<file path="src/rtl/pd_pkg.sv">
// Shared definitions for the pattern generator and the pattern detector.
package pd_pkg;

    typedef logic [1:0] pg_state_t;

    localparam pg_state_t S_IDLE = 2'd0;
    localparam pg_state_t S_PAT  = 2'd1;
    localparam pg_state_t S_GAP  = 2'd2;
    localparam pg_state_t S_DONE = 2'd3;

    localparam logic B = 1'b0;
    localparam logic C = 1'b1;

    localparam int PAT_LEN = 5;
    localparam logic [PAT_LEN-1:0] PAT_DEFAULT = 5'b00101;

endpackage

</file>
<file path="src/rtl/pg_lfsr.sv">
// 8-bit Fibonacci LFSR (taps 8,6,5,4) supplying pseudo-random filler bits.
module pg_lfsr #(
    parameter logic [7:0] SEED = 8'hA5
) (
    input  logic clk,
    input  logic rst,
    input  logic en_i,
    output logic bit_o
);

    logic [7:0] lfsr_q;
    logic [7:0] lfsr_d;
    logic       fb;

    assign fb     = lfsr_q[7] ^ lfsr_q[5] ^ lfsr_q[4] ^ lfsr_q[3];
    assign lfsr_d = en_i ? {lfsr_q[6:0], fb} : lfsr_q;
    assign bit_o  = lfsr_q[7];

    always_ff @(posedge clk or posedge rst) begin
        if (rst) lfsr_q <= SEED;
        else     lfsr_q <= lfsr_d;
    end

endmodule

</file>
<file path="src/rtl/pattern_gen.sv">
// Serial burst pattern transmitter; PG_LFSR_FILL_EN selects LFSR filler bits
// (with a 0,0 guard) instead of constant C filler.
module pattern_gen
    import pd_pkg::*;
#(
    parameter logic [PAT_LEN-1:0] PATTERN = PAT_DEFAULT
`ifdef PG_LFSR_FILL_EN
    ,
    parameter logic [7:0] LFSR_SEED = 8'hA5
`endif
) (
    input  logic       clk,
    input  logic       rst,
    input  logic       start,
    input  logic [7:0] burst_len,
    input  logic [3:0] gap,
    output logic       valid,
    output logic       dout,
    output logic       busy,
    output logic       done,
    output logic [7:0] pat_count
);

    pg_state_t  state_q, state_d;
    logic [2:0] idx_q, idx_d;
    logic [3:0] gcnt_q, gcnt_d;
    logic [7:0] len_q, len_d;
    logic [3:0] gap_q, gap_d;
    logic [7:0] cnt_q, cnt_d;
    logic       valid_q, valid_d;
    logic       dout_q, dout_d;
    logic       busy_q, busy_d;
    logic       done_q, done_d;
    logic       fill_bit;

`ifdef PG_LFSR_FILL_EN
    logic [1:0] hist_q, hist_d;
    logic       lfsr_bit;

    pg_lfsr #(
        .SEED(LFSR_SEED)
    ) u_lfsr (
        .clk  (clk),
        .rst  (rst),
        .en_i (state_q == S_GAP),
        .bit_o(lfsr_bit)
    );

    // A 1 after two 0s would form a spurious 0,0,1 prefix inside the gap
    assign fill_bit = (hist_q == 2'b00) ? B : lfsr_bit;
    assign hist_d   = valid_d ? {hist_q[0], dout_d} : hist_q;

    always_ff @(posedge clk or posedge rst) begin
        if (rst) hist_q <= 2'b11;
        else     hist_q <= hist_d;
    end
`else
    assign fill_bit = C;
`endif

    always_comb begin
        state_d = state_q;
        idx_d   = idx_q;
        gcnt_d  = gcnt_q;
        len_d   = len_q;
        gap_d   = gap_q;
        cnt_d   = cnt_q;
        valid_d = 1'b0;
        dout_d  = 1'b0;
        busy_d  = (state_q != S_IDLE);
        done_d  = 1'b0;
        unique case (state_q)
            S_IDLE: begin
                // The cycle showing done is still IDLE but must not accept
                if (start && !done_q) begin
                    len_d   = burst_len;
                    gap_d   = gap;
                    cnt_d   = 8'd0;
                    idx_d   = 3'd0;
                    state_d = (burst_len == 8'd0) ? S_DONE : S_PAT;
                end
            end
            S_PAT: begin
                valid_d = 1'b1;
                dout_d  = PATTERN[3'(PAT_LEN - 1) - idx_q];
                if (idx_q == 3'(PAT_LEN - 1)) begin
                    cnt_d  = cnt_q + 8'd1;
                    idx_d  = 3'd0;
                    gcnt_d = 4'd0;
                    if (cnt_q + 8'd1 == len_q) state_d = S_DONE;
                    else if (gap_q != 4'd0)    state_d = S_GAP;
                    else                       state_d = S_PAT;
                end else begin
                    idx_d = idx_q + 3'd1;
                end
            end
            S_GAP: begin
                valid_d = 1'b1;
                dout_d  = fill_bit;
                if (gcnt_q == gap_q - 4'd1) begin
                    idx_d   = 3'd0;
                    state_d = S_PAT;
                end else begin
                    gcnt_d = gcnt_q + 4'd1;
                end
            end
            S_DONE: begin
                done_d  = 1'b1;
                state_d = S_IDLE;
            end
        endcase
    end

    always_ff @(posedge clk or posedge rst) begin
        if (rst) begin
            state_q <= S_IDLE;
            idx_q   <= 3'd0;
            gcnt_q  <= 4'd0;
            len_q   <= 8'd0;
            gap_q   <= 4'd0;
            cnt_q   <= 8'd0;
            valid_q <= 1'b0;
            dout_q  <= 1'b0;
            busy_q  <= 1'b0;
            done_q  <= 1'b0;
        end else begin
            state_q <= state_d;
            idx_q   <= idx_d;
            gcnt_q  <= gcnt_d;
            len_q   <= len_d;
            gap_q   <= gap_d;
            cnt_q   <= cnt_d;
            valid_q <= valid_d;
            dout_q  <= dout_d;
            busy_q  <= busy_d;
            done_q  <= done_d;
        end
    end

    assign valid     = valid_q;
    assign dout      = dout_q;
    assign busy      = busy_q;
    assign done      = done_q;
    assign pat_count = cnt_q;

endmodule

</file>
<file path="config.mk">
export PLATFORM = sky130hd
export DESIGN_NAME = pattern_gen
export DESIGN_NICKNAME = d
export VERILOG_FILES = /design/src/rtl/pd_pkg.sv /design/src/rtl/pg_lfsr.sv /design/src/rtl/pattern_gen.sv
export SDC_FILE = /design/constraint.sdc
export NUM_CORES = 1
export LEC_CHECK = 0
export ABC_CLOCK_PERIOD_IN_PS = 4050
export CORE_MARGIN = 2
export CORE_UTILIZATION = 45
export CTS_BUF_LIST = sky130_fd_sc_hd__clkbuf_4 sky130_fd_sc_hd__clkbuf_8 sky130_fd_sc_hd__clkbuf_16
export DETAILED_ROUTE_END_ITERATION = 6
export PLACE_DENSITY_LB_ADDON = 0.25
export SYNTH_ARGS = -nofsm -noshare
export SYNTH_HDL_FRONTEND = slang
export SYNTH_SLANG_ARGS = --single-unit
</file>
<file path="constraint.sdc">
create_clock -name clk -period 4.05 [get_ports clk]
set_input_delay 0.6075 -clock clk [delete_from_list [all_inputs] [get_ports clk]]
set_output_delay 0.6075 -clock clk [all_outputs]
set_load 0.01 [all_outputs]
</file>
==> impl_results.md, run 1 <==
- Leakage power: 1.01 nW
- Drc violations: 0
- Setup TNS Final: 0 ns
- Core box area: between 4000 and 5000 um2
- Leading cell type in the layout, fill and taps excluded: dfrtp_1
- Die W: 71.2 um
- Vias in the first global route: around 1,500
- Fin. max-slew vios: 0
- Slew HR: 0.449
- Post-synthesis sequential area ratio: 0.407
- WHS Path Cells: 1
- CTS Buf Count: 5
- Startpoint types: flop
- Post-synth EDFFs: 0
- Iter 0 DRT Violations: 107
- Clock sinks: 33
- Post-route ant nets: 0
- Post-synthesis instance area: 2030 um2
- Setup bufs post-CTS: 0
- Final core occ: 0.553
- F_max: roughly 450 MHz
- Yosys reg bits: 33
- # setup viols final: 0
- Number of port buffers: 26
- Max Cap Viol: 0
- Hpwl dp: 3070 um
- # diodes: 0
- CTS tree: done
- Ports: 27
- Synth Net Count: approximately 220
- PwrDens: 599 nW/um2
- Tot GR Track Use: 0.183
- Worst Max-Slew Pin Slew: 0.826 ns
- Syn Inst Count: 198
- Clock root buffer: clkbuf_8
- Async S/R FF share, synth: 1.00
- TritonRoute pass-1 iters: 5
- Hold Buf Count CTS: 0
- Initial Util: 0.466
- Initial antenna violation count: 0
- CTS Buffer Depth: 2
- Main synth FF type: dfrtp_1
- Outcome: finished, final reports clean
- WP data arrival: ~2.4 ns
- R2r setup slk: 1.84 ns
- First-pass GRT wire length: about 7100 um
- RSZ-0062 raised after global routing: no
- Total grt overflow: 0
- Cell Rows: 24
- Die area: 5070 um2
- CTS H-Tree Depth: 2
- Routed via count: between 1,500 and 2,000
- Routability cong.: 0.872
- Syn Area/Cell: about 10 um2
- Vias per cell: 5.55
- Most frequent cells in the layout: 33 x dfrtp_1, 26 x clkdlybuf4s50_1, 13 x mux2_2, 12 x o21ai_0, 11 x nor2_1
- Area delta synth->final: 18.6%
- R2R cell count: 7
- Synth unique cells: 48
- Worst vdd ir: 0.000333 V
- Clk Latency, worst-skew pair: between 0.2 and 0.3 ns
- Minimum clock period: 2.21 ns
- Layout Nets: about 250
- Largest net degree at the start of global routing: 22
- Final hold violations: 0
- Wire length per cell: roughly 15 um
- Required time of the critical path: 4.22 ns
- Layout cells sized above 1: 0.116
- Setup Crit Path Kind: reg2reg
- Crit-path max FO: 11
- Critical Path End Type: flop
- Worst Skew: around 0.012 ns
- Period utilization: 0.546
- Worst-path clk slew: 0.07 ns
- Die Y: just over 70 um
- Routed Wire Length: 4040 um
- CTS resizes: 0
- Syn. warnings: 0
- HP Class: reg2reg
## per-stage QoR
stage / setup slack [ns] / instances / total power [mW] / hold WS, ns / area, um2
floorplan: 2.06 / 198 / 1.04 / 0.475 / 2030
global placement: 1.79 / 269 / 1.18 / 0.508 / 2320
detailed placement: 1.71 / 269 / 1.19 / 0.508 / 2320
CTS: 1.88 / 276 / 1.45 / 0.522 / 2410
global route: 1.56 / 276 / 1.57 / 0.539 / 2410
finish: 1.84 / 276 / 1.44 / 0.521 / 2410
## critical path, cell delays in order, from the launching register on
cell	delay, ns
dfrtp_1	0.41
inv_1	0.11
ha_1	0.38
nor2b_1	0.38
a21oi_1	0.17
o21ai_1	0.33
o21ai_0	0.19
o31ai_1	0.12
## synth_stat cells, drive strengths merged (3+ instances only)
| cell type | instances | area share |
|---|---|---|
| o31ai | 6 | 0.022 |
| ha | 10 | 0.062 |
| nand2b | 3 | 0.0092 |
| xor2 | 5 | 0.022 |
| nand3 | 8 | 0.020 |
| dfrtp | 33 | 0.41 |
| nand2 | 11 | 0.022 |
| inv | 10 | 0.018 |
| nor3b | 3 | 0.011 |
| o211ai | 3 | 0.011 |
| o21ai | 18 | 0.050 |
| clkbuf | 6 | 0.011 |
| nor2b | 5 | 0.015 |
| mux2i | 4 | 0.020 |
| xnor2 | 9 | 0.048 |
| a21oi | 4 | 0.0099 |
| nor3 | 4 | 0.0099 |
| mux2 | 14 | 0.079 |
| nor2 | 11 | 0.020 |
## worst paths after layout
path,endpoint,from
min in group asynchronous,gcnt_q[2],rst
setup reg to reg,pat_count[7],state_q[1]
max in group asynchronous,pat_count[4],rst
hold reg to reg,idx_q[2],idx_q[2]
setup / recovery,pat_count[7],state_q[1]
hold / removal,idx_q[2],idx_q[2]
## power by group
part           internal (mW)  switching (mW)
Sequential             0.429          0.0909
Combinational          0.319           0.348
Clock                  0.141           0.115
Total                  0.890           0.554
## state kept, by name (all words and copies together) (netlist names), 2 cells and up
name	cells
len_q	8
pat_count	8
gap_q	4
gcnt_q	4
idx_q	3
state_q	2
## routing by layer
| metal | GRT usage | routed length (um) | vias to the layer above |
|---|---|---|---|
| li1 | - | - | 773 |
| met1 | 0.275 | 2130 | 720 |
| met2 | 0.249 | 1670 | 33 |
| met3 | 0.0641 | 191 | 7 |
| met4 | 0.0524 | 55 | 0 |
| met5 | 0 | 0 | - |
## logic make-up (layout without fill, tap and decap cells)
logic type,Yosys count,count (layout),synth area share
muxes,18,18,0.0992
buffers and inverters,18,44,0.0407
xor gates and xnor gates,15,15,0.0813
adders and majority gates,10,10,0.0616
DFF,33,33,0.407
and+or+nand+nor,57,57,0.147
AOI/OAI and AO/OA,47,47,0.163
## final cells by class
class,instances,area (um2)
Fill cell,387,1950
Multi-Input combinational cell,147,1120
Sequential cell,33,826
Timing Repair Buffer,27,268
Clock buffer,7,90.1
Tap cell,52,65.1
Inverter,10,37.5
Power figures use the tool's default switching activity.
==> run 2: changes to the inputs <==
ABC_CLOCK_PERIOD_IN_PS = 2100   (was 4050)
clock period = 2.1 ns   (was 4.05 ns; I/O delays follow)
==> run 2 against run 1 <==
  * Largest cell class unchanged
  * Global-route usage up 0.42 points
  * Sequential cell count unchanged
  * Clock power up 91%
  * Power up 110%
  * Wire length up 5.2%
  * Hold slack worse by 0.097 ns
  * Final cell count up 4.7%
  * Register-to-register slack worse by 1.7 ns
  * Combinational power up 120%
  * Sequential power up 90%
  * Highest routed layer unchanged
  * Critical path type unchanged
  * Die area unchanged
==> impl_results.md, run 2 (synthesized netlist as in run 1, its figures left out) <==
- Critical Path End Type: flop
- Most frequent cells in the layout: 33 x dfrtp_1, 26 x clkdlybuf4s50_1, 13 x mux2_2, 13 x buf_4
- TritonRoute pass-1 iters: 4
- Worst Skew: 0.00528 ns
- Total grt overflow: 0
- Number of port buffers: 26
- Crit-path max FO: 7
- # diodes: 0
- Drc violations: 0
- Cell Rows: 24
- CTS Buf Count: 5
- Area delta synth->final: 23.8%
- Setup Crit Path Kind: reg2reg
- First-pass GRT wire length: 7470 um
- Worst-path clk slew: 0.07 ns
- Die area: roughly 5100 um2
- WP data arrival: 2.14 ns
- PwrDens: 1180 nW/um2
- Post-route insts no fill: 289
- Ports: 27
- F_max: 507 MHz
- Clk Latency, worst-skew pair: 0.28 ns
- Startpoint types: flop
- Max Cap Viol: 0
- Clock root buffer: clkbuf_8
- Fin. max-slew vios: 0
- Slew HR: 0.714
- CTS tree: done
- RSZ-0062 raised after global routing: no
- Worst Max-Slew Pin Slew: 0.429 ns
- # setup viols final: 0
- Tot Pwr: slightly below 3 mW
- Core box area: ~4400 um2
- Leakage power: about 1.1 nW
- Tot GR Track Use: 0.187
- Minimum clock period: 1.97 ns
- Setup TNS Final: 0 ns
- Clock sinks: 33
- Worst hold margin: 0.424 ns
- Initial Util: 0.466
- Layout cells sized above 1: 0.181
- Worst vdd ir: 0.000575 V
- Dpl cell area: 2410 um2
- Final hold violations: 0
- Largest net degree at the start of global routing: 34
- Layout Nets: 261
- HP Class: in2async
- Vias in the first global route: 1,600
- CTS Buffer Depth: 2
- Hpwl dp: 3170 um
- CTS H-Tree Depth: 2
- Required time of the critical path: 2.27 ns
- Post-route ant nets: 0
- R2R cell count: 7
- Period utilization: 0.939
- Iter 0 DRT Violations: roughly 120
- Die W: roughly 71 um
- Vias per cell: 5.56
- Leading cell type in the layout, fill and taps excluded: dfrtp_1
- Routability cong.: 0.869
- Die Y: roughly 70 um
- Initial antenna violation count: 0
- Wire length per cell: 14.7 um
- Outcome: finished, final reports clean
- Routed Wire Length: between 4000 and 5000 um
- Design area: 2510 um2
- Routed via count: 1,606
- Dpl cells: ~280
==> run 2: through the flow <==
stage                util  setup WS, ns
finish              0.578         0.129
global route        0.578        0.0163
CTS                 0.574        0.0409
detailed placement  0.553        0.0473
global placement    0.553        0.0809
floorplan               -         0.106
==> run 2: final timing paths <==
path | startpoint | to | slack, ns
min reg2reg | pat_count[7] | pat_count[7] | 0.52
max reg2reg | gap_q[0] | idx_q[0] | 0.13
min in group clk | pat_count[7] | pat_count[7] | 0.52
max | gap_q[0] | idx_q[0] | 0.13
max in group asynchronous | rst | gcnt_q[0] | 1.37
min | rst | pat_count[5] | 0.42
==> run 2: power breakdown <==
group	internal, mW	total [mW]	switching, mW	leakage [nW]
clock network	0.274	0.492	0.218	0.0498
logic	0.742	1.49	0.750	0.598
registers	0.827	0.989	0.162	0.425
==> run 2: repair_timing <==
action / 4_1_cts / 5_1_grt
buffers inserted: 0 / 0
hold buffers: 0 / 0
endpoints found under the setup margin: 0 / 14
resized for setup: 0 / 5
==> run 2: layout make-up <==
type	instances	area [um2]
fillers	392	1840
well taps	52	65.1
repair buffers	39	358
inverters	10	37.5
clock buffers	8	91.3
flip-flops and latches	33	826
multi-input cells	147	1140
==> run 2: metal layers <==
metal  routed length [um]  vias to the layer above  global-route usage
met4                   36                        0              0.0482
met5                    0                        -                   0
li1                     -                      802                   -
met3                  134                        4              0.0484
met1                 2150                      767               0.265
met2                 1930                       33               0.287
==> run 2: worst max-delay path, cell delays in order (launching register included) <==
cell	delay (ns)
dfrtp_1	0.35
inv_1	0.05
ha_1	0.29
xnor2_1	0.14
or3_4	0.45
o21ai_4	0.18
nand2_2	0.10
mux2_4	0.30
==> run 3: changes to the inputs <==
PLACE_DENSITY = 0.67   (was not set)
PLACE_DENSITY_LB_ADDON = not set   (was 0.25)
REMOVE_ABC_BUFFERS = 1   (was not set)
==> run 3 against run 2 <==
  * Global-route usage down 0.11 points
  * Register-to-register slack worse by 0.04 ns
  * Count of clock-buffer cells in the layout down 2
  * Clock skew about the same
  * Setup slack worse by 0.041 ns
  * Hold slack worse by 0.0073 ns
==> impl_results.md, run 3 (synthesized netlist as in run 1, its figures left out) <==
- Setup ws final: 0.0880 ns
- Final core occ: 0.578
- Worst hold margin: 0.417 ns
- Reg power frac: 0.337
- Iter 0 DRT Violations: 68
- Combinational power share: 0.499
- Setup TNS Final: 0 ns
- Ports: 27
- First-pass GRT wire length: about 7400 um
- CTS H-Tree Depth: 2
- Initial Util: 0.466
- Clock sinks: 33
- Period utilization: 0.958
- Layout Nets: 263
- Layout cells sized above 1: 0.176
- TritonRoute pass-1 iters: 5
- Hpwl dp: 3160 um
- Die area: 5070 um2
- Startpoint types: flop
- Die W: 71.2 um
- Placement-stage worst setup slack: 0.0293 ns
- Design area: 2510 um2
- Slew HR: 0.654
- Post-route insts no fill: 291
- Worst-path clk slew: 0.07 ns
- # diodes: 0
- Clock root buffer: clkbuf_8
- Vias per cell: 5.53
- CTS Buffer Depth: 2
- Worst vdd ir: 0.000585 V
- Minimum clock period: ~2.0 ns
- Vias in the first global route: 1,553
- HP Class: in2async
- RSZ-0062 raised after global routing: no
- CTS Buf Count: 5
- Number of port buffers: 26
- Wire length per cell: 14.8 um
- Worst Skew: 0.00556 ns
- Crit-path max FO: 7
- Dpl cells: 280
- Largest net degree at the start of global routing: 34
- Routability cong.: 0.746
- PwrDens: 1170 nW/um2
- Die Y: 71.2 um
- Drc violations: 0
- Most frequent cells in the layout: 33 x dfrtp_1, 26 x clkdlybuf4s50_1, 15 x buf_4, 13 x mux2_2, 12 x o21ai_0
- Post-route ant nets: 0
- Top cell by count, worst path: o31ai_1
- Switch Pwr: 1.14 mW
- Clk Latency, worst-skew pair: about 0.29 ns
- Cell Rows: 24
- Critical Path End Type: flop
- Outcome: finished, final reports clean
- Max Cap Viol: 0
- Setup Crit Path Kind: reg2reg
- # setup viols final: 0
- Tot Pwr: 2.94 mW
- CP max stage delay: 0.48 ns
- Routed via count: 1,610
- Slowest CP cell: xor3_1
- Tot GR Track Use: 0.186
- Clock Power Share: 0.163
- F_max: 497 MHz
- Area delta synth->final: 23.8%
- Final hold violations: 0
- Required time of the critical path: about 2.3 ns
- Initial antenna violation count: 0
- Worst Max-Slew Pin Slew: 0.515 ns
- Total grt overflow: 0
- Sw Ratio: 0.387
- Dpl cell area: 2400 um2
- Fin. max-slew vios: 0
- WP data arrival: 2.22 ns
- CTS tree: done
- Power Internal: 1.81 mW
- Routed Wire Length: 4310 um
- Core box area: 4350 um2
- Leading cell type in the layout, fill and taps excluded: dfrtp_1
- Leakage power: roughly 1.1 nW
- CP Cell Sequence: xor3_1 > or3_4 > o31ai_1 > o31ai_1 > o221ai_1
## run 3: repair_timing
action	in CTS	in global routing
hold buffers	0	0
buffers inserted	0	3
resized for setup	0	1
setup endpoints to repair	0	11
## run 3: final cells by class
| cell class | instances | area (um2) |
|---|---|---|
| clock buffers | 6 | 76.3 |
| clock inverters | 2 | 10.0 |
| fillers | 391 | 1840 |
| inverters | 10 | 37.5 |
| multi-input cells | 147 | 1130 |
| flip-flops and latches | 33 | 826 |
| well taps | 52 | 65.1 |
| repair buffers | 41 | 373 |
## run 3: worst max-delay path, delay by kind of cell (launching register included)
| kind | cells | cell delay [ns] |
|---|---|---|
| compound gates | 3 | 0.62 |
| xor+xnor | 1 | 0.48 |
| flops | 1 | 0.43 |
| simple gates | 1 | 0.41 |
## run 3: worst paths after layout
kind | to | cells past startpoint | start | slack [ns]
max | state_q[1] | 5 | gcnt_q[2] | 0.09
min | pat_count[5] | 3 | rst | 0.42
max reg2reg | state_q[1] | 5 | gcnt_q[2] | 0.09
min reg2reg | idx_q[2] | 1 | idx_q[2] | 0.52
max in group asynchronous | idx_q[2] | 3 | rst | 1.39
min in group clk | idx_q[2] | 1 | idx_q[2] | 0.52
## run 3: power groups by stage
| stage | registers, mW | logic [mW] | clock network (mW) |
|---|---|---|---|
| 6_report | 0.993 | 1.47 | 0.481 |
| 5_1_grt | 1.02 | 1.62 | 0.522 |
| 4_1_cts | 0.994 | 1.44 | 0.495 |
| 3_5_place_dp | 1.01 | 1.43 | 0 |
| 3_3_place_gp | 1.00 | 1.40 | 0 |
| 2_1_floorplan | 0.988 | 0.986 | 0 |
## run 3: layer usage
layer,wire length (um),vias up,track usage
met2,1940,39,0.285
met3,183,4,0.0427
met1,2150,765,0.258
met5,0,-,0
li1,-,802,-
met4,36,0,0.0692
